==> src/rtl/sd_cmd_ctrl.sv <==
// SD native-mode CMD line sequencer: SDCLK generation, 48-bit command framing
// with CRC7, response capture (48/136 bit) with timeout and CRC/end-bit checking.
module sd_cmd_ctrl #(
  parameter int CLK_DIV      = 125,
  parameter int INIT_CLKS    = 80,
  parameter int RESP_TIMEOUT = 64,
  parameter int NCC_CLKS     = 8
) (
  input  logic         clk_i,
  input  logic         rst_i,
  input  logic         start_i,
  input  logic [5:0]   cmd_idx_i,
  input  logic [31:0]  cmd_arg_i,
  input  logic [1:0]   resp_type_i,
  output logic         busy_o,
  output logic         done_o,
  output logic         timeout_o,
  output logic         crc_err_o,
  output logic [135:0] resp_o,
  output logic         sdclk_o,
  output logic         cmd_o,
  output logic         cmd_oe_o,
  input  logic         cmd_i
);

  localparam int              DW        = $clog2(CLK_DIV);
  localparam logic [DW-1:0]   DIV_LAST  = DW'(CLK_DIV - 1);
  localparam logic [15:0]     INIT_LAST = 16'(INIT_CLKS - 1);
  localparam logic [15:0]     TOUT_LAST = 16'(RESP_TIMEOUT - 1);
  localparam logic [15:0]     NCC_LAST  = 16'(NCC_CLKS - 1);

  typedef enum logic [2:0] {
    ST_INIT, ST_IDLE, ST_SEND, ST_WAIT, ST_RECV, ST_CHECK, ST_GAP
  } state_e;

  // CRC7 (x^7+x^3+1, init 0). Leading zeros leave a zero CRC untouched, so
  // shorter messages are simply right-justified in the 120-bit input.
  function automatic logic [6:0] crc7(input logic [119:0] data);
    logic [6:0] c;
    logic       fb;
    c = '0;
    for (int i = 119; i >= 0; i--) begin
      fb = data[i] ^ c[6];
      c  = {c[5:0], 1'b0} ^ (fb ? 7'h09 : 7'h00);
    end
    return c;
  endfunction

  state_e         state_q, state_d;
  logic [DW-1:0]  div_q, div_d;
  logic           sdclk_q, sdclk_d;
  logic [15:0]    cnt_q, cnt_d;
  logic [7:0]     bit_cnt_q, bit_cnt_d;
  logic [47:0]    frame_q, frame_d;
  logic [1:0]     type_q, type_d;
  logic [135:0]   resp_q, resp_d;
  logic           cmd_q, cmd_d;
  logic           oe_q, oe_d;
  logic           done_q, done_d;
  logic           timeout_q, timeout_d;
  logic           crc_err_q, crc_err_d;

  logic           tc, rise, fall;
  logic [6:0]     tx_crc, rx_crc;
  logic [7:0]     resp_len;

  always_comb begin
    tc      = (div_q == DIV_LAST);
    rise    = tc & ~sdclk_q;
    fall    = tc &  sdclk_q;
    div_d   = tc ? '0 : div_q + 1'b1;
    sdclk_d = sdclk_q ^ tc;
  end

  assign tx_crc   = crc7({80'b0, 2'b01, cmd_idx_i, cmd_arg_i});
  assign rx_crc   = crc7((type_q == 2'b10) ? resp_q[127:8] : {80'b0, resp_q[47:8]});
  assign resp_len = (type_q == 2'b10) ? 8'd136 : 8'd48;

  always_comb begin
    // NOTE: every _d gets its hold value first so no path through the case infers a latch.
    state_d   = state_q;
    cnt_d     = cnt_q;
    bit_cnt_d = bit_cnt_q;
    frame_d   = frame_q;
    type_d    = type_q;
    resp_d    = resp_q;
    cmd_d     = cmd_q;
    oe_d      = oe_q;
    done_d    = 1'b0;
    timeout_d = timeout_q;
    crc_err_d = crc_err_q;

    unique case (state_q)
      ST_INIT: if (rise) begin
        if (cnt_q == INIT_LAST) begin
          cnt_d   = '0;
          state_d = ST_IDLE;
        end else cnt_d = cnt_q + 16'd1;
      end
      // A start coinciding with the done pulse belongs to the old transaction's requester.
      ST_IDLE: if (start_i && !done_q) begin
        type_d    = resp_type_i;
        frame_d   = {2'b01, cmd_idx_i, cmd_arg_i, tx_crc, 1'b1};
        bit_cnt_d = 8'd48;
        timeout_d = 1'b0;
        crc_err_d = 1'b0;
        resp_d    = '0;
        state_d   = ST_SEND;
      end
      ST_SEND: if (fall) begin
        if (bit_cnt_q != 8'd0) begin
          cmd_d     = frame_q[47];
          oe_d      = 1'b1;
          frame_d   = {frame_q[46:0], 1'b0};
          bit_cnt_d = bit_cnt_q - 8'd1;
        end else begin
          cmd_d   = 1'b1;
          oe_d    = 1'b0;
          cnt_d   = '0;
          state_d = (type_q == 2'b00) ? ST_GAP : ST_WAIT;
        end
      end
      ST_WAIT: if (rise) begin
        if (!cmd_i) begin
          resp_d    = {resp_q[134:0], 1'b0};
          bit_cnt_d = 8'd1;
          state_d   = ST_RECV;
        end else if (cnt_q == TOUT_LAST) begin
          timeout_d = 1'b1;
          cnt_d     = '0;
          state_d   = ST_GAP;
        end else cnt_d = cnt_q + 16'd1;
      end
      ST_RECV: if (rise) begin
        resp_d = {resp_q[134:0], cmd_i};
        if (bit_cnt_q + 8'd1 == resp_len) state_d = ST_CHECK;
        else bit_cnt_d = bit_cnt_q + 8'd1;
      end
      ST_CHECK: begin
        crc_err_d = ~resp_q[0] | ((type_q == 2'b01 || type_q == 2'b10) && (rx_crc != resp_q[7:1]));
        cnt_d     = '0;
        state_d   = ST_GAP;
      end
      ST_GAP: if (rise) begin
        if (cnt_q == NCC_LAST) begin
          cnt_d   = '0;
          done_d  = 1'b1;
          state_d = ST_IDLE;
        end else cnt_d = cnt_q + 16'd1;
      end
      default: state_d = ST_INIT;
    endcase
  end

  // NOTE: registers use non-blocking assignments so every flop samples pre-edge values.
  always_ff @(posedge clk_i) begin
    if (rst_i) begin
      state_q   <= ST_INIT;
      div_q     <= '0;
      sdclk_q   <= 1'b0;
      cnt_q     <= '0;
      bit_cnt_q <= '0;
      resp_q    <= '0;
      cmd_q     <= 1'b1;
      oe_q      <= 1'b0;
      done_q    <= 1'b0;
      timeout_q <= 1'b0;
      crc_err_q <= 1'b0;
    end else begin
      state_q   <= state_d;
      div_q     <= div_d;
      sdclk_q   <= sdclk_d;
      cnt_q     <= cnt_d;
      bit_cnt_q <= bit_cnt_d;
      resp_q    <= resp_d;
      cmd_q     <= cmd_d;
      oe_q      <= oe_d;
      done_q    <= done_d;
      timeout_q <= timeout_d;
      crc_err_q <= crc_err_d;
    end
  end

  // NOTE: frame and type are always loaded before use, so they carry no reset.
  always_ff @(posedge clk_i) begin
    frame_q <= frame_d;
    type_q  <= type_d;
  end

  assign busy_o    = (state_q != ST_IDLE);
  assign done_o    = done_q;
  assign timeout_o = timeout_q;
  assign crc_err_o = crc_err_q;
  assign resp_o    = resp_q;
  assign sdclk_o   = sdclk_q;
  assign cmd_o     = cmd_q;
  assign cmd_oe_o  = oe_q;

endmodule

==> config.mk <==
export PLATFORM = sky130hd
export DESIGN_NAME = sd_cmd_ctrl
export DESIGN_NICKNAME = d
export VERILOG_FILES = /design/src/rtl/sd_cmd_ctrl.sv
export SDC_FILE = /design/constraint.sdc
export NUM_CORES = 1
export LEC_CHECK = 0
export ABC_AREA = 1
export CORE_AREA = 2 2 173 175
export CTS_CLUSTER_SIZE = 14
export DETAILED_ROUTE_END_ITERATION = 10
export DIE_AREA = 0 0 175 177
export HOLD_SLACK_MARGIN = 0.08
export PLACE_DENSITY = 0.74
export REMOVE_ABC_BUFFERS = 1
export SLEW_MARGIN = 0
export SYNTH_ARGS = -nofsm -noshare
export SYNTH_HDL_FRONTEND = slang
export SYNTH_SLANG_ARGS = --single-unit
export TNS_END_PERCENT = 100
==> constraint.sdc <==
create_clock -name clk_i -period 13.85 [get_ports clk_i]
set_clock_uncertainty 0.2 [all_clocks]
set_input_delay 2.77 -clock clk_i [delete_from_list [all_inputs] [get_ports clk_i]]
set_output_delay 2.77 -clock clk_i [all_outputs]
set_load 0.03 [all_outputs]
==> flow_summary.toml, run 1 <==
[synthesis]
yosys-top-cells-count = "783 x nand2_1, 293 x nand3_1, 231 x inv_1"
synth_ff_type = "dfxtp_1"
synth_top_family_by_area = "simple AND/OR/NAND/NOR gates"
synth-xor-area-share_pct = 4.57
seq_area_frac_synth_pct = 32.0
post-synth-top-count-cell = "nand2_1"
synth_simple_gate_area_share_pct = 43.1
synthArstFlopShare_pct = 0
synth_adder_area_share_pct = 0.876
synth_top_area_share_pct = 22.4
synth.area.mux_share_pct = 0
syn_inst = 2440
synth_compound_area_share_pct = 10.4
synth_enable_flop_cells = 50
synth_area_leaders = "dfxtp_1 22%, nand2_1 19%, edfxtp_1 9.6%"
yosysUniqueCellTypes = 46
yosys.area.top_type = "dfxtp_1"
syn-cell-area_mm2 = 0.0157
ys_ff_latch = 226
ys_warn_count = 0
avgSynthCellArea_um2 = 6.44

[hold_path]
min-delay-path-class = "flip-flop to flip-flop"

[run]
max_cap_viol_count = 0

[cts]
cts_hold_buffers = 0
cts_tree = "built"
htreeDepth = 1
cts-resized-gates = 0
clockBufferDepth = 3
cts-root-buf = "clkbuf_16"
cts_setup_buffers = 0
cts_buffers = 26
path_clk_slew_ps = 60
clock_latency_ps = 550
clock-sinks = 226

[setup_path]
cp_max_fo = 81
setup.worst_path.start_class = "flip-flop"
cp_slowest_cell = "buf_4"
cpPeakStageDelay_ps = 580
cp_data_required_time_ps = 14090
arrival_ps = 8190
critical_path.most_common_cell = "nand2_1"
crit_path_end_kind = "flip-flop"
crit_type = "flip-flop to flip-flop"

[routing]
routed_wl_um = 40600
firstDrtPassIters = 6
ant_nets = 0
post_drt_wl_per_cell_um = 13.6
wl_met3_um = 2300
drc = 0
vias_per_cell = 5.27
met2WireLength_um = 19000
top_layer = "met4"
vias = 15800
drt_iter0_markers = 971
m1WireLength_um = 18400

[floorplan]
core_mm2 = 0.0292
initial_utilization_pct = 53.7
chipHeight_um = 177
die_w_um = 175
std_cell_rows = 63
num_io_pins = 187
die-area_mm2 = 0.0310

[finish]
areaGrowthSynthToFinish_pct = 19.5
seqCellArea_mm2 = 0.00502
nNetsFinal = 2635
drive_gt1_share_pct = 13.9
fillers = 2677
fin_cells = 2990
multiInputGateArea_mm2 = 0.00928
antenna_cells = 0
stdcell_area_mm2 = 0.0188

[power]
power.static_leakage_nw = 8.51
total_power_w = 0.00206
peakVddDrop_mv = 0.324
power.density_mw_per_mm2 = 110

[sta]
hold_violations = 0
min_period_ps = 7950
fmax_mhz = 126
slew_headroom_pct = 32.5
setup_tns_ps = 0
drv_slew = 0
finalSetupViolCount = 0
period_share_pct = 57.4
worst_pin_slew_ps = 1010
grt_setup_unrepaired = "no"

[global_route]
grt_pass1_wl_um = 68400
grt_pass1_vias = 14700
grt.total_usage_pct = 26.0
grt_overflow_total = 0
grt_max_degree = 104
antenna_found_initial = 0

[placed_design]
dp_cells = 2942
dpl_cell_area_mm2 = 0.0178
place_congestion = 0.877
place_hpwl_um = 29700
io_buffers = 186

[status]
status = "complete, no violations"
## cell families (layout without fill, tap and decap cells)
| kind of cell | Yosys count | in the layout |
|---|---|---|
| xor gates and xnor gates | 82 | 82 |
| and+or+nand+nor | 1457 | 1457 |
| AOI/OAI and AO/OA | 289 | 289 |
| adders and majority gates | 11 | 11 |
| buffers and inverters | 375 | 535 |
| DFF | 226 | 226 |
## state kept, by name (all words and copies together), names as in the netlist
name	cells
sdclk_o	1
cnt_q	16
type_q	2
cmd_oe_o	1
done_o	1
state_q	3
div_q	7
resp_o	136
frame_q	48
bit_cnt_q	8
crc_err_o	1
timeout_o	1
cmd_o	1
## final timing paths
check	start	end	slack, ps	cells past startpoint
max reg2reg	type_q[0]	crc_err_o	5900	74
min reg2reg	frame_q[47]	cmd_o	260	2
max	type_q[0]	crc_err_o	5900	74
min	frame_q[47]	cmd_o	260	2
## per-stage QoR
stage | util [%] | hold WS (ps) | worst slack [ps]
after floorplan | - | 217 | 2680
after CTS | 64.2 | 268 | 5870
after detailed placement | 61.0 | 256 | 5940
final | 64.2 | 263 | 5900
after global placement | 61.0 | 233 | 6170
after global routing | 64.2 | 281 | 4620
## metal layers
layer,vias to the layer above,GRT usage (%)
li1,8136,-
met1,7157,34.4
met2,402,44.8
met3,69,3.69
met4,0,6.74
met5,-,0
## worst max-delay path: cells and delay by family, from the launching register on
| family | cells | cell delay, ps |
|---|---|---|
| buf+inv | 5 | 840 |
| compound gates | 2 | 200 |
| simple gates | 66 | 6010 |
| fa+ha+maj | 1 | 160 |
| flops | 1 | 380 |
## power breakdown
part	switching (W)	internal, W
registers	0.000000520	0.000742
clock network	0.000278	0.000466
logic	0.000332	0.000244
## placed cells by master (no fill, tap or decap), types with 8 or more instances in the layout
cell	n
clkdlybuf4s50_1	185
ha_1	10
xnor2_1	29
nor3_1	16
a21oi_1	172
nand2_2	190
nand3_2	19
clkbuf_8	8
nand3_1	293
nor2_1	82
nor2_2	10
nand2_1	783
dfxtp_1	176
xor2_1	53
clkbuf_16	28
buf_4	11
nand3b_1	19
inv_1	230
edfxtp_1	50
nand2_4	18
inv_2	55
nand4_1	9
a211oi_1	60
o21ai_0	39
## cell type report
class	count	area share, %
multi-input cells	1839	49.4
flip-flops and latches	226	26.7
repair buffers	196	10.3
inverters	291	5.87
clock buffers	41	4.42
well taps	390	2.60
clock inverters	7	0.646
Power figures use the tool's default switching activity.
==> inputs of run 2 (changes only) <==
==> constraint.sdc (replaced) <==
create_clock -name clk_i -period 7.5 [get_ports clk_i]
set_clock_uncertainty 0.2 [all_clocks]
set_input_delay 1.5 -clock clk_i [delete_from_list [all_inputs] [get_ports clk_i]]
set_output_delay 1.5 -clock clk_i [all_outputs]
set_load 0.03 [all_outputs]
==> run 2 against run 1 <==
Sequential power is 85% higher; hold slack worse by 4.3 ps; sequential cell count stayed put; count of clock-buffer cells in the layout is 2 lower; first-iteration DRC count is 12% higher; non-clock buffer count is 6 higher; wire length is 2.4% higher; utilization is 1.8 points higher; power is 79% higher; critical path depth is 5 higher; largest power group is now sequential cells; highest routed layer unchanged.
==> flow_summary.toml, run 2 (synthesis results as in run 1) <==
[status]
status = "complete, no violations"

[routing]
vias = 15900
firstDrtPassIters = 5
vias_per_cell = 5.31
drc = 0
routed_wl_um = 41500
ant_nets = 0
drt_iter0_markers = 1089
post_drt_wl_per_cell_um = 13.9

[finish]
drive_gt1_share_pct = 19.3
final_cell_mix = "676 x nand2_1, 276 x nand2_2, 270 x nand3_1"
antenna_cells = 0
nNetsFinal = 2641
largest_reg_flops = 136
areaGrowthSynthToFinish_pct = 23.0
utilization_pct = 66.1
final_common_cell = "nand2_1"

[setup_path]
cp-endpoint = "crc_err_o"
r2r_start = "type_q[1]"
crit_type = "flip-flop to flip-flop"
cp_data_required_time_ps = 7740
reg2reg_to = "crc_err_o"
arrival_ps = 7560
cp_max_fo = 9
crit_path_start = "type_q[1]"
critical_path.most_common_cell = "nand2_2"
cp_slowest_cell = "edfxtp_1"
cpPeakStageDelay_ps = 430
ff2ff_path_depth = 79
rrSetupSlack_ps = 180
crit_path_end_kind = "flip-flop"
setup.worst_path.start_class = "flip-flop"

[floorplan]
std_cell_rows = 63
chipHeight_um = 177
initial_utilization_pct = 53.7
core_mm2 = 0.0292
num_io_pins = 187
die_w_um = 175
die-area_mm2 = 0.0310

[cts]
cts_tree = "built"
clock_latency_ps = 550
clock-sinks = 226
cts_buffers = 26
clockBufferDepth = 3
htreeDepth = 1
cts-root-buf = "clkbuf_16"
path_clk_slew_ps = 60

[power]
p_comb_share_pct = 28.7
power.static_leakage_nw = 8.64
power_switching_w = 0.00112
power.density_mw_per_mm2 = 191
p_clk_share_pct = 34.2
pwr-share-seq_pct = 37.1
switching_share_pct = 30.3
internal_power_w = 0.00258
peakVddDrop_mv = 0.507

[placed_design]
dp_slack_ps = 143
io_buffers = 186
place_hpwl_um = 29600
place_congestion = 0.892

[sta]
finalSetupViolCount = 0
worst_pin_slew_ps = 1030
drv_slew = 0
grt_setup_unrepaired = "yes"
min_period_ps = 7320
setup_ws_ps = 183
period_share_pct = 97.6
hold_violations = 0
setup_tns_ps = 0
fmax_mhz = 137
slew_headroom_pct = 31.7

[global_route]
grt_max_degree = 107
grt.total_usage_pct = 25.9
grt_pass1_vias = 14700
grt_overflow_total = 0
grt_pass1_wl_um = 68000
antenna_found_initial = 0

[hold_path]
min-delay-path-class = "flip-flop to flip-flop"

[run]
max_cap_viol_count = 0
[run 2: stage by stage]
stage          power, W  hold slack, ps  area [um2]  instances
2_1_floorplan   0.00227             217       15400       2356
3_3_place_gp    0.00243             231       17800       2943
3_5_place_dp    0.00247             251       17800       2943
4_1_cts         0.00373             265       18700       2991
5_1_grt         0.00391             279       19300       2996
6_report        0.00370             259       19300       2996
[run 2: worst max-delay path: cells and delay by family (launching register included)]
family          cells  cell delay (ps)
buf+inv            12              830
compound gates      1               50
flops               1              430
simple gates       65             5470
fa+ha+maj           1              210
[run 2: routing by layer]
layer | routed length, um | part of all wire [%] | GRT usage (%)
met1 | 18900 | 45 | 34.4
met2 | 19500 | 47 | 44.3
met3 | 2150 | 5.2 | 3.07
met4 | 1050 | 2.5 | 7.33
met5 | 0 | 0 | 0
[run 2: worst min-delay path by stage]
| stage | startpoint | endpoint | slack, ps | depth (start not counted) |
|---|---|---|---|---|
| finish | div_q[0] | div_q[0] | 260 | 1 |
| global route | div_q[0] | div_q[0] | 280 | 1 |
| CTS | div_q[0] | div_q[0] | 260 | 1 |
| detailed placement | div_q[0] | div_q[0] | 250 | 1 |
| global placement | div_q[0] | div_q[0] | 230 | 1 |
| floorplan | div_q[0] | div_q[0] | 220 | 1 |
[run 2: repair_timing]
| item | CTS | global route |
|---|---|---|
| hold buffers | 0 | 0 |
| gates resized for setup | 0 | 175 |
| setup endpoints to repair | 0 | 1 |
| buffers inserted | 0 | 5 |
[run 2: layout make-up]
| type | instances | area (um2) |
|---|---|---|
| Clock buffer | 39 | 749 |
| Clock inverter | 9 | 105 |
| Fill cell | 2601 | 9920 |
| Inverter | 291 | 1100 |
| Timing Repair Buffer | 202 | 1980 |
| Sequential cell | 226 | 5030 |
| Tap cell | 390 | 488 |
| Multi-Input combinational cell | 1839 | 9870 |
[run 2: power groups by stage]
stage               clock network (W)  registers, W  logic (W)
finish                        0.00127       0.00137    0.00106
global placement                    0       0.00140    0.00103
detailed placement                  0       0.00140    0.00108
global route                  0.00133       0.00137    0.00121
floorplan                           0       0.00140   0.000871
CTS                           0.00129       0.00137    0.00107
==> inputs of run 3 (changes only) <==
--- a/config.mk
+++ b/config.mk
@@ -7,13 +7,12 @@
 export LEC_CHECK = 0
 export ABC_AREA = 1
 export CORE_AREA = 2 2 173 175
-export CTS_CLUSTER_SIZE = 14
 export DETAILED_ROUTE_END_ITERATION = 10
 export DIE_AREA = 0 0 175 177
 export HOLD_SLACK_MARGIN = 0.08
-export PLACE_DENSITY = 0.74
+export PLACE_DENSITY = 0.78
 export REMOVE_ABC_BUFFERS = 1
-export SLEW_MARGIN = 0
+export SLEW_MARGIN = 20
 export SYNTH_ARGS = -nofsm -noshare
 export SYNTH_HDL_FRONTEND = slang
 export SYNTH_SLANG_ARGS = --single-unit
==> run 3 against run 2 <==
Largest power group is now the clock network; combinational power hardly changed; power is 3.8% higher; count of clock-buffer cells in the layout is 5 lower; wire length shrank 1.2%; first-iteration DRC count grew 1.0%; hold slack worse by 6.7 ps; utilization down 0.91 points; die area stayed put.
==> flow_summary.toml, run 3 (synthesis results as in run 1) <==
[status]
status = "complete, no violations"

[setup_path]
arrival_ps = 7580
cp_slowest_cell = "edfxtp_1"
crit_path_end_kind = "flip-flop"
setup.worst_path.start_class = "flip-flop"
crit_type = "flip-flop to flip-flop"
cp_max_fo = 8
cpPeakStageDelay_ps = 370
cp_data_required_time_ps = 7740

[sta]
period_share_pct = 97.8
finalSetupViolCount = 0
hold_violations = 0
fmax_mhz = 136
grt_setup_unrepaired = "yes"
worst_pin_slew_ps = 999
min_period_ps = 7330
drv_slew = 0
slew_headroom_pct = 33.4

[floorplan]
die-area_mm2 = 0.0310
die_w_um = 175
std_cell_rows = 63
num_io_pins = 187
initial_utilization_pct = 53.7
core_mm2 = 0.0292
chipHeight_um = 177

[routing]
vias_per_cell = 5.33
post_drt_wl_per_cell_um = 13.7
ant_nets = 0
vias = 16000
firstDrtPassIters = 7
drt_iter0_markers = 1100
routed_wl_um = 41000
drc = 0

[cts]
cts_tree = "built"
htreeDepth = 1
path_clk_slew_ps = 70
cts_hold_buffers = 0
clock_latency_ps = 550
cts-root-buf = "clkbuf_16"
cts_buffers = 26
clockBufferDepth = 3
clock-sinks = 226

[placed_design]
place_congestion = 0.888
dp_cells = 2943
place_hpwl_um = 29600
io_buffers = 186
dpl_cell_area_mm2 = 0.0178

[power]
p_clk_share_pct = 36.2
total_power_w = 0.00384
switching_share_pct = 30.3
peakVddDrop_mv = 0.408
p_comb_share_pct = 28.1
power.static_leakage_nw = 8.60
power.density_mw_per_mm2 = 201
pwr-share-seq_pct = 35.7
power_switching_w = 0.00116
internal_power_w = 0.00267

[finish]
largest_reg_flops = 136
areaGrowthSynthToFinish_pct = 21.3
final_common_cell = "nand2_1"
nNetsFinal = 2643
fin_cells = 2998
final_cell_mix = "741 x nand2_1, 287 x nand3_1, 229 x inv_1"
fillers = 2556
stdcell_area_mm2 = 0.0191
antenna_cells = 0
utilization_pct = 65.2
drive_gt1_share_pct = 16.3

[global_route]
grt.total_usage_pct = 26.0
grt_max_degree = 138
grt_overflow_total = 0
grt_pass1_vias = 14900
grt_pass1_wl_um = 68300
antenna_found_initial = 0

[run]
max_cap_viol_count = 0

[hold_path]
min-delay-path-class = "flip-flop to flip-flop"
run 3: final timing paths:
check                                from        end  slack [ps]  cells after the start
worst max register to register  type_q[0]  crc_err_o         170                     77
worst min-delay path             div_q[0]   div_q[0]         250                      1
worst max-delay path            type_q[0]  crc_err_o         170                     77
worst min register to register   div_q[0]   div_q[0]         250                      1
run 3: final cells by class:
class / instances / area [um2] / area share (%)
well taps: 390 / 488 / 2.56
flip-flops and latches: 226 / 5030 / 26.4
inverters: 291 / 1100 / 5.78
multi-input cells: 1839 / 9510 / 49.9
clock inverters: 14 / 211 / 1.11
repair buffers: 204 / 2000 / 10.5
clock buffers: 34 / 723 / 3.79
run 3: critical path: cells and delay by family, from the launching register on:
kind | cells | cell delay (ps)
buf+inv | 8 | 490
flops | 1 | 370
compound gates | 1 | 50
simple gates | 67 | 5880
fa+ha+maj | 1 | 200
run 3: timing repair:
action	4_1_cts	5_1_grt
endpoints found under the setup margin	1	1
pin swaps	1	18
buffers inserted	2	5
resized for setup	1	67
run 3: stage by stage:
step                      TNS [ps]  setup WS (ps)  hold WS [ps]
after floorplan            -477430          -3640           217
after global placement           0            165           232
after detailed placement      -118           -118           242
after CTS                        0           4.93           251
after global routing          -610           -610           264
final                            0            166           252
run 3: power groups by stage:
stage	combinational (W)	clock, W	sequential [W]
after detailed placement	0.00108	0	0.00140
after CTS	0.00109	0.00141	0.00137
final	0.00108	0.00139	0.00137
after global placement	0.00102	0	0.00140
after global routing	0.00120	0.00146	0.00137
after floorplan	0.000871	0	0.00140
run 3: routing by layer:
layer  vias to the layer above  track usage [%]  routed length, um
met4                         0             9.03               1180
li1                       8149                -                  -
met3                        84             4.32               2400
met5                         -                0                  0
met1                      7271             33.3              18100
met2                       463             44.2              19300
